**src/rtl/spi_pkg.sv**
```systemverilog
// Shared types, defaults and helpers for the SPI master block.
package spi_pkg;

  typedef enum logic [1:0] {IDLE, SETUP, SHIFT, HOLD} state_t;

  localparam int DEF_DATA_W = 8;
  localparam int DEF_DIV    = 4;

  function automatic int cs_width(input int n);
    return (n > 1) ? $clog2(n) : 1;
  endfunction

endpackage

```
**src/rtl/spi_clk_gen.sv**
```systemverilog
// SCLK divider: emits leading/trailing edge strobes every DIV mclk cycles while enabled.
module spi_clk_gen
  import spi_pkg::*;
#(
  parameter int DIV = DEF_DIV
) (
  input  logic mclk,
  input  logic reset,
  input  logic en,
  input  logic cpol,
  output logic lead,
  output logic trail,
  output logic sclk
);

  localparam int CW = (DIV > 1) ? $clog2(DIV) : 1;

  logic [CW-1:0] cnt;
  logic          tog;
  logic          hit;

  always_ff @(posedge mclk or posedge reset) begin
    if (reset) begin
      cnt <= '0;
      tog <= 1'b0;
    end else if (!en) begin
      cnt <= '0;
      tog <= 1'b0;
    end else if (hit) begin
      cnt <= '0;
      tog <= ~tog;
    end else begin
      cnt <= cnt + 1'b1;
    end
  end

  // tog is 0 between edge pairs, so sclk sits at cpol whenever the divider is idle
  always_comb begin
    hit   = en && (cnt == CW'(DIV - 1));
    lead  = hit && !tog;
    trail = hit && tog;
    sclk  = cpol ^ tog;
  end

endmodule

```
**src/rtl/spi_master_gen.sv**
```systemverilog
// Generic SPI master: double-buffered TX, all four modes, selectable bit order and chip select.
module spi_master_gen
  import spi_pkg::*;
#(
  parameter int DATA_W = DEF_DATA_W,
  parameter int DIV    = DEF_DIV,
  parameter int NUM_CS = 1,
  localparam int CS_W  = cs_width(NUM_CS)
) (
  input  logic              mclk,
  input  logic              reset,
  input  logic              load,
  input  logic [DATA_W-1:0] data_in,
  input  logic              start,
  input  logic              cpol,
  input  logic              cpha,
  input  logic              lsb_first,
  input  logic [CS_W-1:0]   cs_sel,
  input  logic              read,
  output logic [DATA_W-1:0] data_out,
  output logic              rx_valid,
  output logic              overrun,
  output logic              busy,
  output logic              done,
  output logic              sclk,
  output logic              mosi,
  input  logic              miso,
  output logic [NUM_CS-1:0] cs_n
);

  localparam int DW = (DIV > 1) ? $clog2(DIV) : 1;
  localparam int BW = $clog2(DATA_W);

  state_t            state, nxt;
  logic [DW-1:0]     dcnt;
  logic [BW-1:0]     bcnt;
  logic [DATA_W-1:0] tx_hold, tx_sh, rx_sh, word;
  logic              cpol_l, cpha_l, lsb_l;
  logic [CS_W-1:0]   cs_l;
  logic              mosi_r;
  logic              lead, trail, shift_ev, sample_ev;
  logic              go, dly_end, last_bit, frame_end;

  function automatic logic first_bit(input logic [DATA_W-1:0] v, input logic lsb);
    return lsb ? v[0] : v[DATA_W-1];
  endfunction

  function automatic logic [DATA_W-1:0] shift_out(input logic [DATA_W-1:0] v, input logic lsb);
    return lsb ? (v >> 1) : (v << 1);
  endfunction

  spi_clk_gen #(.DIV(DIV)) u_clk (
    .mclk  (mclk),
    .reset (reset),
    .en    (state == SHIFT),
    .cpol  (cpol_l),
    .lead  (lead),
    .trail (trail),
    .sclk  (sclk)
  );

  always_ff @(posedge mclk or posedge reset) begin
    if (reset) state <= IDLE;
    else       state <= nxt;
  end

  always_comb begin
    go        = start && (int'(cs_sel) < NUM_CS);
    dly_end   = (dcnt == DW'(DIV - 1));
    last_bit  = trail && (bcnt == BW'(DATA_W - 1));
    shift_ev  = cpha_l ? lead : trail;
    sample_ev = cpha_l ? trail : lead;
    word      = load ? data_in : tx_hold;
    nxt       = state;
    case (state)
      IDLE:    if (go)       nxt = SETUP;
      SETUP:   if (dly_end)  nxt = SHIFT;
      SHIFT:   if (last_bit) nxt = HOLD;
      HOLD:    if (dly_end)  nxt = IDLE;
      default:               nxt = IDLE;
    endcase
    frame_end = (state == HOLD) && dly_end;
    busy      = (state != IDLE);
    mosi      = busy && mosi_r;
    cs_n      = '1;
    for (int unsigned i = 0; i < NUM_CS; i++)
      cs_n[i] = !(busy && (cs_l == CS_W'(i)));
  end

  always_ff @(posedge mclk or posedge reset) begin
    if (reset) begin
      tx_hold  <= '0;
      tx_sh    <= '0;
      rx_sh    <= '0;
      data_out <= '0;
      rx_valid <= 1'b0;
      overrun  <= 1'b0;
      done     <= 1'b0;
      mosi_r   <= 1'b0;
      cpol_l   <= 1'b0;
      cpha_l   <= 1'b0;
      lsb_l    <= 1'b0;
      cs_l     <= '0;
      dcnt     <= '0;
      bcnt     <= '0;
    end else begin
      if (load) tx_hold <= data_in;
      done <= frame_end;

      if ((state == SETUP) || (state == HOLD))
        dcnt <= dly_end ? '0 : dcnt + 1'b1;
      if (trail) bcnt <= bcnt + 1'b1;

      if (shift_ev) begin
        mosi_r <= first_bit(tx_sh, lsb_l);
        tx_sh  <= shift_out(tx_sh, lsb_l);
      end
      if (sample_ev)
        rx_sh <= lsb_l ? {miso, rx_sh[DATA_W-1:1]} : {rx_sh[DATA_W-2:0], miso};

      // mode 0 presents its first bit at SETUP entry; mode 1 waits for the first leading edge
      if ((state == IDLE) && go) begin
        cpol_l <= cpol;
        cpha_l <= cpha;
        lsb_l  <= lsb_first;
        cs_l   <= cs_sel;
        dcnt   <= '0;
        bcnt   <= '0;
        if (cpha) begin
          mosi_r <= 1'b0;
          tx_sh  <= word;
        end else begin
          mosi_r <= first_bit(word, lsb_first);
          tx_sh  <= shift_out(word, lsb_first);
        end
      end

      if (frame_end) begin
        data_out <= rx_sh;
        rx_valid <= 1'b1;
        if (rx_valid && !read) overrun <= 1'b1;
      end else if (read) begin
        rx_valid <= 1'b0;
        overrun  <= 1'b0;
      end
    end
  end

endmodule
```
**config.mk**
```make
export PLATFORM = sky130hd
export DESIGN_NAME = spi_master_gen
export DESIGN_NICKNAME = d
export VERILOG_FILES = /design/src/rtl/spi_pkg.sv /design/src/rtl/spi_clk_gen.sv /design/src/rtl/spi_master_gen.sv
export SDC_FILE = /design/constraint.sdc
export NUM_CORES = 1
export LEC_CHECK = 0
export ABC_CLOCK_PERIOD_IN_PS = 2900
export CAP_MARGIN = 20
export CORE_MARGIN = 10
export CORE_UTILIZATION = 56
export CTS_CLUSTER_SIZE = 28
export DETAILED_ROUTE_END_ITERATION = 6
export GPL_ROUTABILITY_DRIVEN = 0
export PLACE_DENSITY = 0.81
export SLEW_MARGIN = 20
export SYNTH_ARGS = -nofsm -noshare
export SYNTH_HDL_FRONTEND = slang
export SYNTH_HIERARCHICAL = 1
export SYNTH_SLANG_ARGS = --single-unit
export TNS_END_PERCENT = 50
```
**constraint.sdc**
```tcl
create_clock -name mclk -period 2.9 [get_ports mclk]
set_clock_uncertainty 0.05 [all_clocks]
set_input_delay 0.725 -clock mclk [delete_from_list [all_inputs] [get_ports mclk]]
set_output_delay 0.725 -clock mclk [all_outputs]
set_load 0.005 [all_outputs]
```
==> results.cfg, run 1 <==
[pwr]
switching_share_pct = 32.2
power_per_cell_area_nw_per_um2 = 761
vdd.ir_drop.worst_mv = 0.350
clock_power_share_pct = 18.5
power_mw = 2.24
p_comb_share_pct = 34.7
p_leak_nw = 1.36
p_int_mw = 1.52
net-switching-power_uw = 721
seqPwrFrac_pct = 46.8

[clock_tree]
clkTransAtPathRegs_ns = 0.08
cts_setup_buffers = 0
cts-resized-gates = 0
clock_tree_from_tritoncts = done
tritoncts.num_buffers = 5
clk_path_buf_depth = 2
ctsRootBufferMaster = clkbuf_8
tritoncts_num_sinks = 50
cts-hold-fix-buffers = 0
cts_max_level = 2
clk_latency_ns = 0.30

[timing]
final_total_negative_setup_slack_ns = 0
rsz0062_at_grt = false
hold_viol = 0
fmax_ghz = 0.382
min_period_over_period_pct = 90.3
slew-limit-headroom_pct = 43.3
tightestPinTransition_ns = 0.851
whs_ns = 0.390
report.final.setup_viol = 0
period_needed_ns = 2.62
final-max-slew-violation-count = 0

[yosys]
async_s_r_ff_share_synth_pct = 100
seq_area_frac_synth_pct = 50.2
synth.ff_latch_count = 50
synth_top_flop_cell = dfrtp_1
synthDistinctLibCells = 38
post_synth_design_cell_area_um2 = 2490
post_synth_edffs = 0
syn-mean-instance-area_um2 = 12.0
synth_top_area_share_pct = 50.2
ys.warnings.count = 6
synth.area.top_cells = dfrtp_1, mux2i_1, mux2_2, a221oi_2, ha_1
syn_inst = 208
synthesis.nets = 234
yosysTopAreaCell = dfrtp_1

[grt]
grt_pass1_wl_um = 8670
global_route.usage.total_pct = 14.1
grt_start_max_net_pins = 25
congestion_overflow_gr = 0
number_of_antenna_violations_at_the_first_check_in_global_routing = 0
grt_pass1_vias = 1705

[worst_hold_path]
timing.hold.worst.class = flip-flop to flip-flop
worstHoldStart = u_clk/cnt[0]

[drt]
post_drt_wl_per_cell_um = 16.6
remaining_drc_errors = 0
vias_per_cell = 5.69
postRouteWirelength_um = 4870
route.vias.total = 1668
postRouteAntennaNets = 0
firstDrtPassIters = 4
drtIter0Drc = 204

[layout]
layout.nets = 266
multiInputGateArea_um2 = 1120
n_fill_cell = 346
share_of_post_route_cells_with_drive_strength_above_1_pct = 18.3
seqCellArea_um2 = 1250
flow.area_growth_from_synthesis_pct = 17.9
insertedDiodeCount = 0

[worst_setup_path]
crit_slowest_cell = clkdlybuf4s50_1
worst_setup_path_start_kind = flip-flop
critPathLaunch = state[0]
worst_path_largest_cell_delay_ns = 0.45
worstSetupEndpointType = primary output
crit_chain = inv_1, ha_1, or2_2, clkdlybuf4s50_1
worstSetupPathType = flip-flop to primary output
worst-path-max-fanout = 7
path_buf_inv = 2
cp_data_arrival_time_ns = 1.84
cp.required_ns = 2.12
crit-reg2reg-launch = state[0]
path_delay_family = buffers and inverters

[floorplan]
die_area_um2 = 7520
top_level_ports = 33
coreArea_um2 = 4320
dieHeight_um = 86.7
die_width_um = 86.7
floorplan.initialDensity_pct = 57.6
placementRows = 24

[placement]
buffer_ports.inserted = 32
place.detailed.hpwl_um = 3620

[run_status]
run_status = completed

[run]
drv_cap = 0
[stage by stage]
step	area, µm²	utilization [%]	setup slack, ns	std cells
after floorplan	2490	-	0.944	208
after global placement	2840	65.7	0.321	285
after detailed placement	2840	65.7	0.322	285
after CTS	2940	67.9	0.267	293
after global routing	2940	67.9	0.192	293
final	2940	67.9	0.281	293
[layer usage]
layer | GRT usage, % | wire, µm | part of all wire (%) | vias to the layer above
met4 | 2.65 | 29 | 0.60 | 0
met1 | 18.3 | 2190 | 45 | 816
met3 | 3.66 | 232 | 4.8 | 4
met2 | 23.1 | 2420 | 50 | 38
met5 | 0 | 0 | 0 | -
li1 | - | - | - | 810
[power by group through the flow]
stage | clock network, mW | logic (mW) | registers [mW]
final | 0.414 | 0.776 | 1.05
after global routing | 0.452 | 0.872 | 1.08
after CTS | 0.425 | 0.786 | 1.05
after detailed placement | 0 | 0.782 | 1.06
after global placement | 0 | 0.754 | 1.05
after floorplan | 0 | 0.598 | 0.984
[final timing paths]
path                       cells past startpoint      endpoint  slack (ns)
setup / recovery                               4          cs_n        0.28
hold / removal                                 1  u_clk/cnt[0]        0.39
setup reg to reg                               6      state[1]        0.74
hold reg to reg                                1  u_clk/cnt[0]        0.39
max in group asynchronous                      3      rx_sh[6]        1.57
min in group asynchronous                      2  u_clk/cnt[0]        0.57
[synth_stat cells (2+ instances only)]
library cell  instances
xor2_1                2
inv_1                14
buf_6                 3
nor2_1                8
a221oi_2              8
o21ai_0               9
nand2b_1              3
buf_2                 5
and2_1                2
ha_1                  8
mux2_4                6
a2111oi_0             5
a221oi_1              3
a222oi_1              6
mux2i_1              14
mux2_2               11
nor2b_1               8
dfrtp_1              50
nand2_1              24
[logic make-up (layout without fill, tap and decap cells)]
group / after synthesis / count (layout) / synth area share, %
simple gates: 54 / 54 / 11.1
flops: 50 / 50 / 50.2
compound gates: 37 / 37 / 14.0
mux: 32 / 32 / 14.8
buf+inv: 24 / 57 / 4.92
fa+ha+maj: 8 / 8 / 4.02
xor+xnor: 3 / 3 / 1.05
[state kept, by name, summed over array words and instances (netlist names), 2 cells and up]
| register | flops |
|---|---|
| bcnt | 3 |
| data_out | 8 |
| dcnt | 2 |
| rx_sh | 8 |
| state | 2 |
| tx_hold | 8 |
| tx_sh | 8 |
| u_clk/cnt | 2 |
[cell usage in the layout, fill, tap and decap left out, drive strengths merged, types with 2 or more instances in the layout]
cell type	synthesis	final
dfrtp	50	50
clkdlybuf4s50	0	32
nand2	24	24
mux2	17	17
mux2i	15	15
inv	14	13
a221oi	11	11
o21ai	9	9
nor2	8	8
nor2b	8	8
ha	8	8
a222oi	6	6
clkbuf	1	6
a2111oi	6	6
nand2b	3	3
and2	3	3
buf	9	3
xor2	2	2
and3b	2	2
clkinv	0	2
[area by class of cell]
class                           count  share of cell area (%)
Multi-Input combinational cell    134                    38.1
Clock inverter                      2                   0.426
Timing Repair Buffer               35                    12.1
Sequential cell                    50                    42.6
Inverter                           14                    1.79
Clock buffer                        6                    2.81
Tap cell                           52                    2.21
(Power assumes the default switching activity.)
==> run 2: changes to the inputs <==
--- a/config.mk
+++ b/config.mk
@@ -5,14 +5,14 @@
 export SDC_FILE = /design/constraint.sdc
 export NUM_CORES = 1
 export LEC_CHECK = 0
-export ABC_CLOCK_PERIOD_IN_PS = 2900
+export ABC_CLOCK_PERIOD_IN_PS = 2700
 export CAP_MARGIN = 20
 export CORE_MARGIN = 10
-export CORE_UTILIZATION = 56
+export CORE_UTILIZATION = 55
 export CTS_CLUSTER_SIZE = 28
 export DETAILED_ROUTE_END_ITERATION = 6
 export GPL_ROUTABILITY_DRIVEN = 0
-export PLACE_DENSITY = 0.81
+export PLACE_DENSITY = 0.8
 export SLEW_MARGIN = 20
 export SYNTH_ARGS = -nofsm -noshare
 export SYNTH_HDL_FRONTEND = slang
==> constraint.sdc (replaced) <==
create_clock -name mclk -period 2.7 [get_ports mclk]
set_clock_uncertainty 0.05 [all_clocks]
set_input_delay 0.675 -clock mclk [delete_from_list [all_inputs] [get_ports mclk]]
set_output_delay 0.675 -clock mclk [all_outputs]
set_load 0.005 [all_outputs]
==> results.cfg, run 2 (same netlist as run 1, synthesis figures left out) <==
[grt]
grt_pass1_wl_um = 8510
number_of_antenna_violations_at_the_first_check_in_global_routing = 0
grt_pass1_vias = 1686
global_route.usage.total_pct = 13.9
congestion_overflow_gr = 0
grt_start_max_net_pins = 26

[clock_tree]
clock_tree_from_tritoncts = done
clkTransAtPathRegs_ns = 0.09
tritoncts_num_sinks = 50
cts_max_level = 2
cts-resized-gates = 0
tritoncts.num_buffers = 5
cts-hold-fix-buffers = 0
clk_latency_ns = 0.31
clk_path_buf_depth = 2
cts_setup_buffers = 0
ctsRootBufferMaster = clkbuf_8

[floorplan]
coreArea_um2 = 4380
die_area_um2 = 7620
die_width_um = 87.3
placementRows = 24
top_level_ports = 33
dieHeight_um = 87.3
floorplan.initialDensity_pct = 56.8

[worst_setup_path]
crit_chain = inv_1, ha_1, or2_2, clkdlybuf4s50_1
worst_setup_path_start_kind = flip-flop
crit_slowest_cell = clkdlybuf4s50_1
worst_path_largest_cell_delay_ns = 0.46
cp.required_ns = 1.98
path_buf_inv = 2
worstSetupPathType = flip-flop to primary output
cp_data_arrival_time_ns = 1.85
worstSetupEndpointType = primary output
worst-path-max-fanout = 7
path_delay_family = buffers and inverters

[placement]
place.detailed.hpwl_um = 3640
placement.setup.worst_slack_ns = 0.214
buffer_ports.inserted = 32

[drt]
post_drt_wl_per_cell_um = 17.0
firstDrtPassIters = 6
drtIter0Drc = 152
postRouteWirelength_um = 5000
route.vias.total = 1697
vias_per_cell = 5.77
postRouteAntennaNets = 0
remaining_drc_errors = 0

[run_status]
run_status = completed

[run]
drv_cap = 0

[pwr]
power_per_cell_area_nw_per_um2 = 842
vdd.ir_drop.worst_mv = 0.530
power_mw = 2.49
p_leak_nw = 1.37

[layout]
layout.cells.most_common = dfrtp_1
layout.nets = 267
insertedDiodeCount = 0
layout.cells.most_common_list = dfrtp_1, clkdlybuf4s50_1, nand2_1
flow.area_growth_from_synthesis_pct = 18.8
share_of_post_route_cells_with_drive_strength_above_1_pct = 18.6
n_fill_cell = 330

[timing]
slew-limit-headroom_pct = 40.9
whs_ns = 0.387
period_needed_ns = 2.57
rsz0062_at_grt = false
final-max-slew-violation-count = 0
post-route-worst-setup-slack_ns = 0.130
fmax_ghz = 0.389
tightestPinTransition_ns = 0.887
min_period_over_period_pct = 95.2
final_total_negative_setup_slack_ns = 0
hold_viol = 0
report.final.setup_viol = 0

[worst_hold_path]
timing.hold.worst.class = flip-flop to flip-flop
[run 2: cell types whose count changed in the layout (fill, tap and decap cells not counted), sizes merged]
| cell | change |
|---|---|
| clkinv | -2 |
| buf | +1 |
| inv | +1 |
| bufinv | +1 |
[run 2: per-layer routing]
layer / wire length [µm] / GRT usage [%] / up-vias
met2: 2410 / 21.3 / 53
met1: 2240 / 18.1 / 823
li1: - / - / 815
met5: 0 / 0 / -
met3: 292 / 4.59 / 6
met4: 59 / 4.20 / 0
[run 2: where the power goes]
group	switching, mW	total [mW]	internal (mW)
clock network	0.253	0.529	0.277
logic	0.350	0.833	0.483
registers	0.194	1.13	0.938
[run 2: metrics by stage]
stage / instances / instance area, µm² / utilization (%)
after floorplan: 208 / 2490 / -
after global placement: 286 / 2850 / 65.0
after detailed placement: 286 / 2850 / 65.0
after CTS: 294 / 2960 / 67.5
after global routing: 294 / 2960 / 67.5
final: 294 / 2960 / 67.5
[run 2: layout make-up]
type / count / area, µm² / share of cell area (%)
multi-input cells: 134 / 1120 / 37.8
clock inverters: 2 / 37.5 / 1.27
well taps: 52 / 65.1 / 2.20
repair buffers: 36 / 363 / 12.3
clock buffers: 6 / 72.6 / 2.45
inverters: 14 / 52.6 / 1.78
flip-flops and latches: 50 / 1250 / 42.3
[run 2: worst paths after layout]
| kind | cells after the start | end | slack, ns | from |
|---|---|---|---|---|
| min in group asynchronous | 2 | u_clk/tog | 0.52 | reset |
| worst min register to register | 1 | u_clk/cnt[0] | 0.39 | u_clk/cnt[0] |
| worst max register to register | 6 | tx_sh[6] | 0.53 | state[0] |
| max in group asynchronous | 3 | overrun | 1.37 | reset |
| worst min-delay path | 1 | u_clk/cnt[0] | 0.39 | u_clk/cnt[0] |
| worst max-delay path | 4 | cs_n | 0.13 | state[0] |
[run 2: worst reg2reg max path: cells and delay by family (launching register included)]
family,cells,cell delay (ns)
AOI/OAI and AO/OA,2,0.72
DFF,1,0.42
and+or+nand+nor,1,0.30
adders and majority gates,1,0.25
muxes,1,0.19
buffers and inverters,1,0.10
